===== src/rtl/benes_egress_buffer.sv =====
// Egress buffer behind the 8x8 Benes network. It checks lane tags against the expected route,
// strips the tags and queues the payloads for the neuron array. Optional macro: BENES_EGRESS_DROP_ON_ERR_EN.
module benes_egress_buffer #(
   parameter int DEPTH = 4,
   parameter int LW    = $clog2(DEPTH) + 1
) (
   input  logic           clk,
   input  logic           rst,
   input  logic           in_valid,
   output logic           in_ready,
   input  logic [159:0]   in_output,
   input  logic [31:0]    in_expect,
   output logic           out_valid,
   input  logic           out_ready,
   output logic [127:0]   out_data,
   output logic [7:0]     out_lane_en,
   output logic [LW-1:0]  level,
   output logic           err_flag,
   output logic [7:0]     err_lane,
   output logic [7:0]     err_count,
   input  logic           clr_err
);

   localparam int PW = $clog2(DEPTH);

   logic [127:0]  r_mem_data [DEPTH];
   logic [7:0]    r_mem_en   [DEPTH];
   logic [PW-1:0] r_wr_ptr;
   logic [PW-1:0] r_rd_ptr;
   logic [LW-1:0] r_level;
   logic          r_err_flag;
   logic [7:0]    r_err_lane;
   logic [7:0]    r_err_count;

   logic [127:0]  w_data;
   logic [7:0]    w_en;
   logic [7:0]    w_mismatch;
   logic          w_accept;
   logic          w_err_word;
   logic          w_push;
   logic          w_pop;

   // Idle lanes (tag F) are zeroed; every lane is checked against its expected tag.
   always_comb begin
      w_data     = '0;
      w_en       = '0;
      w_mismatch = '0;
      for (int i = 0; i < 8; i++) begin
         if (in_output[143-20*i -: 4] != 4'hF) begin
            w_data[127-16*i -: 16] = in_output[159-20*i -: 16];
            w_en[i]                = 1'b1;
         end
         w_mismatch[i] = (in_output[143-20*i -: 4] != in_expect[31-4*i -: 4]);
      end
   end

   assign in_ready   = (r_level != LW'(DEPTH));
   assign out_valid  = (r_level != '0);
   assign w_accept   = in_valid & in_ready;
   assign w_err_word = w_accept & (|w_mismatch);
   assign w_pop      = out_valid & out_ready;
`ifdef BENES_EGRESS_DROP_ON_ERR_EN
   assign w_push     = w_accept & ~w_err_word;
`else
   assign w_push     = w_accept;
`endif

   always_ff @(posedge clk) begin
      if (w_push) begin
         r_mem_data[r_wr_ptr] <= w_data;
         r_mem_en[r_wr_ptr]   <= w_en;
      end
   end

   // Pointers wrap naturally because DEPTH is a power of two.
   always_ff @(posedge clk or negedge rst) begin
      if (!rst) begin
         r_wr_ptr <= '0;
         r_rd_ptr <= '0;
         r_level  <= '0;
      end else begin
         if (w_push) r_wr_ptr <= r_wr_ptr + PW'(1);
         if (w_pop)  r_rd_ptr <= r_rd_ptr + PW'(1);
         if (w_push && !w_pop)      r_level <= r_level + LW'(1);
         else if (!w_push && w_pop) r_level <= r_level - LW'(1);
      end
   end

   // A clear in the same cycle as an error word leaves only that word's contribution.
   always_ff @(posedge clk or negedge rst) begin
      if (!rst) begin
         r_err_flag  <= 1'b0;
         r_err_lane  <= '0;
         r_err_count <= '0;
      end else if (clr_err) begin
         r_err_flag  <= w_err_word;
         r_err_lane  <= w_err_word ? w_mismatch : 8'h00;
         r_err_count <= w_err_word ? 8'h01 : 8'h00;
      end else if (w_err_word) begin
         r_err_flag  <= 1'b1;
         r_err_lane  <= r_err_lane | w_mismatch;
         if (r_err_count != 8'hFF) r_err_count <= r_err_count + 8'h01;
      end
   end

   assign out_data    = out_valid ? r_mem_data[r_rd_ptr] : '0;
   assign out_lane_en = out_valid ? r_mem_en[r_rd_ptr]   : '0;
   assign level       = r_level;
   assign err_flag    = r_err_flag;
   assign err_lane    = r_err_lane;
   assign err_count   = r_err_count;

endmodule


===== config.mk =====
export PLATFORM = sky130hd
export DESIGN_NAME = benes_egress_buffer
export DESIGN_NICKNAME = d
export VERILOG_FILES = /design/src/rtl/benes_egress_buffer.sv
export SDC_FILE = /design/constraint.sdc
export NUM_CORES = 1
export LEC_CHECK = 0
export BUFFER_PORTS_ARGS = -buffer_cell sky130_fd_sc_hd__buf_4
export CORE_MARGIN = 2
export CORE_UTILIZATION = 35
export CTS_CLUSTER_DIAMETER = 200
export CTS_CLUSTER_SIZE = 40
export DETAILED_ROUTE_END_ITERATION = 10
export SYNTH_ARGS = -nofsm -noshare
export SYNTH_HDL_FRONTEND = slang
export SYNTH_SLANG_ARGS = --single-unit

===== constraint.sdc =====
create_clock -name clk -period 6 [get_ports clk]
set_clock_uncertainty 0.15 [all_clocks]
set_input_delay 1.2 -clock clk [delete_from_list [all_inputs] [get_ports clk]]
set_output_delay 1.2 -clock clk [all_outputs]
set_load 0.01 [all_outputs]

* Word level (Yosys, flattened, before mapping)
Memories as Yosys holds them, arrays and structs flattened.
Index checks and enable logic that the tools add are counted.
Widths: inputs -> output; s select.
** Word-level totals
- Register bits after elaboration :: 24
- Bits in writable memories :: 544
- Input port bits :: 197
- Output and inout port bits :: 158
- Memories :: 2
** Cells by class
- $add $sub $neg :: 5
- Equal/unequal tests :: 18
- Multiplexer cells :: 31
- Bitwise gates (word level) :: 4
- Reductions and logical operators :: 10
** Memories
- r_mem_data :: words 4, width 128, rd ports 1, clocked after memory_dff 0, wr ports 1, RTL line 26 : logic [127:0] r_mem_data [DEPTH];
- r_mem_en :: words 4, width 8, rd ports 1, clocked after memory_dff 0, wr ports 1, RTL line 27 : logic [7:0] r_mem_en [DEPTH];
** Operators by type and width (number)
- $mux 128 :: 1
- $mux 16 :: 8
- $mux 8 :: 7
- $ne 4x4->1 :: 8
- $ne 4x4->1 const B :: 8
- $mux 1 :: 13
- $add 8x1->8 const B :: 1
- $ne 8x8->1 const B :: 1
- $or 8x8->8 :: 1
- $reduce_or 8->1 :: 1
- $mux 3 :: 2
- $reduce_bool 2->1 :: 3
- $add 2x1->2 const B :: 2
- $add 3x1->3 const B :: 1
- $and 1x1->1 :: 3
- $ne 3x3->1 const B :: 1
- $reduce_bool 3->1 :: 1
- $sub 3x1->3 const B :: 1
- $logic_and 1x1->1 :: 2
- $logic_not 1->1 :: 2
- $reduce_and 2->1 :: 1

* Logic depth before layout (Yosys ltp)
- Depth in word-level cells :: 6
- Depth in mapped cells :: 10
- Gate-level depth less buffers :: 10

* Worst setup path before layout
No wires, ideal clock.
- Path kind :: input to register
- From :: input in_valid
- To :: memory r_mem_data[3][0] (enable)
- Setup time :: 0.512 ns
- Arrival :: 4.377 ns
- Required time :: 5.338 ns
- Path slack :: 0.961 ns
- Cell stages on the path :: 1
- Buffers on the path :: 0
- Cells stage by stage :: and3_1
** Between the ends
- Longest elaborated chain between the ends :: 3
** RTL lines
- start: declaration :: RTL line 9 : input logic in_valid,
- $and 1x1->1 :: RTL line 59 : assign w_accept = in_valid & in_ready;
- $mux 1 :: RTL line 69 : if (w_push) begin
- $mux 1 (implied by the code) :: RTL line 70 : r_mem_data[r_wr_ptr] <= w_data;
- end: declaration :: RTL line 26
No other way between the ends.

* Worst setup path after layout
- From :: register r_rd_ptr[0]
- To :: output out_data[52]
** Between the ends
- Longest elaborated chain between the ends :: 2
** RTL lines
- start: declaration :: RTL line 29 : logic [PW-1:0] r_rd_ptr;
- start signal: assignment :: RTL line 83 : if (w_pop) r_rd_ptr <= r_rd_ptr + PW'(1);
- $mem_v2 4x128
- $mux 128 :: RTL line 106 : assign out_data = out_valid ? r_mem_data[r_rd_ptr] : '0;
- end: declaration :: RTL line 15 : output logic [127:0] out_data,
No other way between the ends.

==> summary.md <==
| Metric | Value |
|---|---|
| Routability cong. | `0.718` |
| CP Launch Point | `r_rd_ptr[0]$_DFFE_PN0P_` |
| Synthesis-to-finish area growth | `18.7%` |
| Power Internal | `a little over 0.008 W` |
| Die Y | `260 um` |
| Core Area | `0.0647 mm2` |
| Total clock buffers created by CTS | `18` |
| Post-synth EDFFs | `about 540` |
| Cells after synthesis | `1168` |
| Die extent in x | `260 um` |
| R2R Setup Slk | `2.99 ns` |
| First-pass GRT wire length | `approximately 77000 um` |
| Die area | `just under 0.07 mm2` |
| Port buffer count | `about 350` |
| Drt first pass iters | `5` |
| Total net switching power | `0.00380 W` |
| Post-placement cell count | `approximately 2300` |
| PwrDens | `about 440 mW/mm2` |
| Cell taking the most area after synthesis | `edfxtp_1` |
| Ratio of cells with drive above 1 in the final layout | `36.4%` |
| Pin count of the biggest net entering global routing | `between 100 and 150` |
| IO Pins | `approximately 360` |
| Routed WL | `51700 um` |
| Slew margin rel. | `~15%` |
| Count leader, synth | `edfxtp_1` |
| Post-DP HPWL | `around 31000 um` |
| RSZ-0062 raised after global routing | `no` |
| Part of the cycle the worst path needs | `between 70 and 80%` |
| Final Hold Fails | `0` |
| Site Rows | `between 90 and 100` |
| CTS Hold Bufs | `0` |
| # fillers | `between 5000 and 6000` |
| WL/cell | `around 22 um` |
| Gate power share | `39.9%` |
| Reg power frac | `46.0%` |
| Yosys warns | `0` |
| Vias per std cell | `around 4.9` |
| Synth Flop Type | `edfxtp_1` |
| Htree depth | `1` |
| Starting Density | `between 30% and 40%` |
| Worst flop-to-flop path startpoint | `level[1]$_DFFE_PN0P_` |
| Vias after detailed routing | `roughly 12000` |
| Switching share of power | `between 30% and 40%` |
| Data arrival time of the critical path | `slightly above 3 ns` |
| Worst Path Max Fanout | `47` |
| Synth Cell Area | `0.0230 mm2` |
| Worst-Skew Late Latency | `between 0.5 and 0.6 ns` |
| Post-CTS Repair Setup Buffers | `0` |
| Distinct cells, synth | `37` |
| Synth Area per Inst | `19.7 um2` |
| CP Capture Type | `primary output` |
| Status | `complete, no violations` |
| Hold Path Class | `in -> async` |
| Slew @ Worst Pin | `1.28 ns` |
| TritonCTS clock tree | `built` |
| Clock-pin slew on the worst setup and hold paths | `about 0.14 ns` |
| Register bit count reported by yosys | `about 570` |
| Clock Power Share | `between 10% and 20%` |
| Area contributors post-synth | `edfxtp_1 (71%), mux4_2 (13%), and2_1 (7.2%)` |
| Cell family with most CP delay | `flip-flops` |
| Maximum root-to-sink buffer count | `3` |
| Max Freq | `~0.22 GHz` |
| Critical path's slowest cell | `dfrtp_4` |
| Root Driver | `clkbuf_16` |
| Antenna violations before repair | `3` |
| CP Class | `reg -> out` |
| Layout Nets | `1706` |
| Setup tns final | `0 ns` |
| Post-synth top cells | `edfxtp_1 (544), and2_1 (264), mux4_2 (136)` |
| Clock Sink Count | `between 500 and 600` |
| Ys async rst share | `around 4.2%` |
| Critical Path Source Type | `flop` |
| Fin. max-slew vios | `0` |
| Finish-stage setup viols | `0` |
| Maximum VDD drop | `0.356 mV` |
| Yosys top cell area share | `71.1%` |
| Post-route ant nets | `0` |
| # DRC | `0` |
| DRT iter0 DRCs | `716` |
| P_leak | `9.30 nW` |
| Finished Layout Cells | `2363` |
| Post-layout min period | `about 4.5 ns` |
| Sequential area share after synthesis | `~74%` |
| Post-cts sizing count | `0` |
| Syn nets | `approximately 1400` |
| MaxCap Viol Count | `0` |
| Crit path buffers/inverters | `2` |
| Vias in the first global route | `12582` |
| Cell Chain, Critical Path | `buf_4 > mux4_2 > and2_1 > buf_4` |
| CP peak stage delay | `1.19 ns` |
| Req. time, crit path | `between 4 and 5 ns` |
| Most used cell, CP | `buf_4` |
| GRT Resource Usage Total | `~15%` |
| GRT overflow | `0` |
[worst register-to-register path, cell delays in order, from the launching register on]
cell	delay, ns
dfrtp_1	0.48
nor2_1	0.13
nand2_1	0.18
nand2_1	0.51
clkinv_1	0.41
ha_1	0.34
inv_1	0.07
fa_1	0.39
mux2_2	0.26
[layer usage]
| metal | vias to the layer above | wire length [um] | global-route usage (%) |
|---|---|---|---|
| li1 | 5184 | - | - |
| met1 | 6150 | 22100 | 20.4 |
| met2 | 304 | 26000 | 26.0 |
| met3 | 34 | 2940 | 2.65 |
| met4 | 2 | 680 | 2.05 |
| met5 | - | 16 | 0 |
[registers in the layout, summed over array words and instances, names as in the netlist]
name / count
err_count: 8
r_wr_ptr: 2
r_mem_en: 32
level: 3
r_mem_data: 512
r_rd_ptr: 2
err_flag: 1
err_lane: 8
[cell families after synthesis]
group           after synthesis  share of synthesized area (%)
flops                       568                           73.8
simple gates                326                           8.91
mux                         143                           13.7
buf+inv                      73                           1.32
xor+xnor                     38                           1.45
compound gates               13                          0.392
fa+ha+maj                     7                          0.414
[power groups by stage]
stage	Clock (W)	Sequential [W]	Combinational, W
after detailed placement	0	0.00568	0.00497
after floorplan	0	0.00554	0.00287
final	0.00171	0.00556	0.00483
after CTS	0.00177	0.00559	0.00499
after global placement	0	0.00564	0.00496
after global routing	0.00188	0.00565	0.00523
[path summary, 6_finish.rpt]
check | end | depth (start not counted)
min in group clk | err_lane[1]$_DFFE_PN0P_ | 2
max in group asynchronous | r_rd_ptr[0]$_DFFE_PN0P_ | 1
worst min-delay path | err_count[2]$_DFFE_PN0P_ | 1
worst max-delay path | out_data[52] | 4
worst max register to register | level[1]$_DFFE_PN0P_ | 8
worst min register to register | err_lane[1]$_DFFE_PN0P_ | 2
[metrics by stage]
step           util (%)  hold WS [ns]  power (W)  setup slack (ns)  instance area (um2)
2_1_floorplan         -         0.382    0.00840             0.961                23000
3_3_place_gp       41.3         0.367     0.0106              2.08                26700
3_5_place_dp       41.3         0.380     0.0107              2.05                26700
4_1_cts            42.1         0.342     0.0124              1.39                27200
5_1_grt            42.1         0.349     0.0128              1.26                27200
6_report           42.1         0.358     0.0121              1.55                27200
[placed cells by master, fill, tap and decap left out, types with 3 or more instances in the layout]
cell type	instances
inv_1	14
nor4_1	4
nor2b_1	5
clkbuf_16	19
dfrtp_1	22
nand4_1	12
o22ai_1	9
xnor2_1	4
mux2_4	4
nor4_2	7
edfxtp_1	544
xor2_1	34
clkbuf_1	5
ha_1	6
nor2_1	9
nand2_1	7
buf_4	363
and2_1	264
and3_4	4
buf_12	9
nor3_1	3
nand3_1	3
mux4_2	136
[cell type report]
cell class / instances / area [um2] / share of cell area, %
Antenna cell: 1 / 2.50 / 0.00918
Clock buffer: 24 / 494 / 1.81
Clock inverter: 1 / 30.0 / 0.110
Inverter: 15 / 56.3 / 0.207
Multi-Input combinational cell: 527 / 5740 / 21.1
Sequential cell: 568 / 16900 / 62.2
Tap cell: 855 / 1070 / 3.93
Timing Repair Buffer: 372 / 2910 / 10.7
No activity file was read; power rests on OpenSTA's default activity.
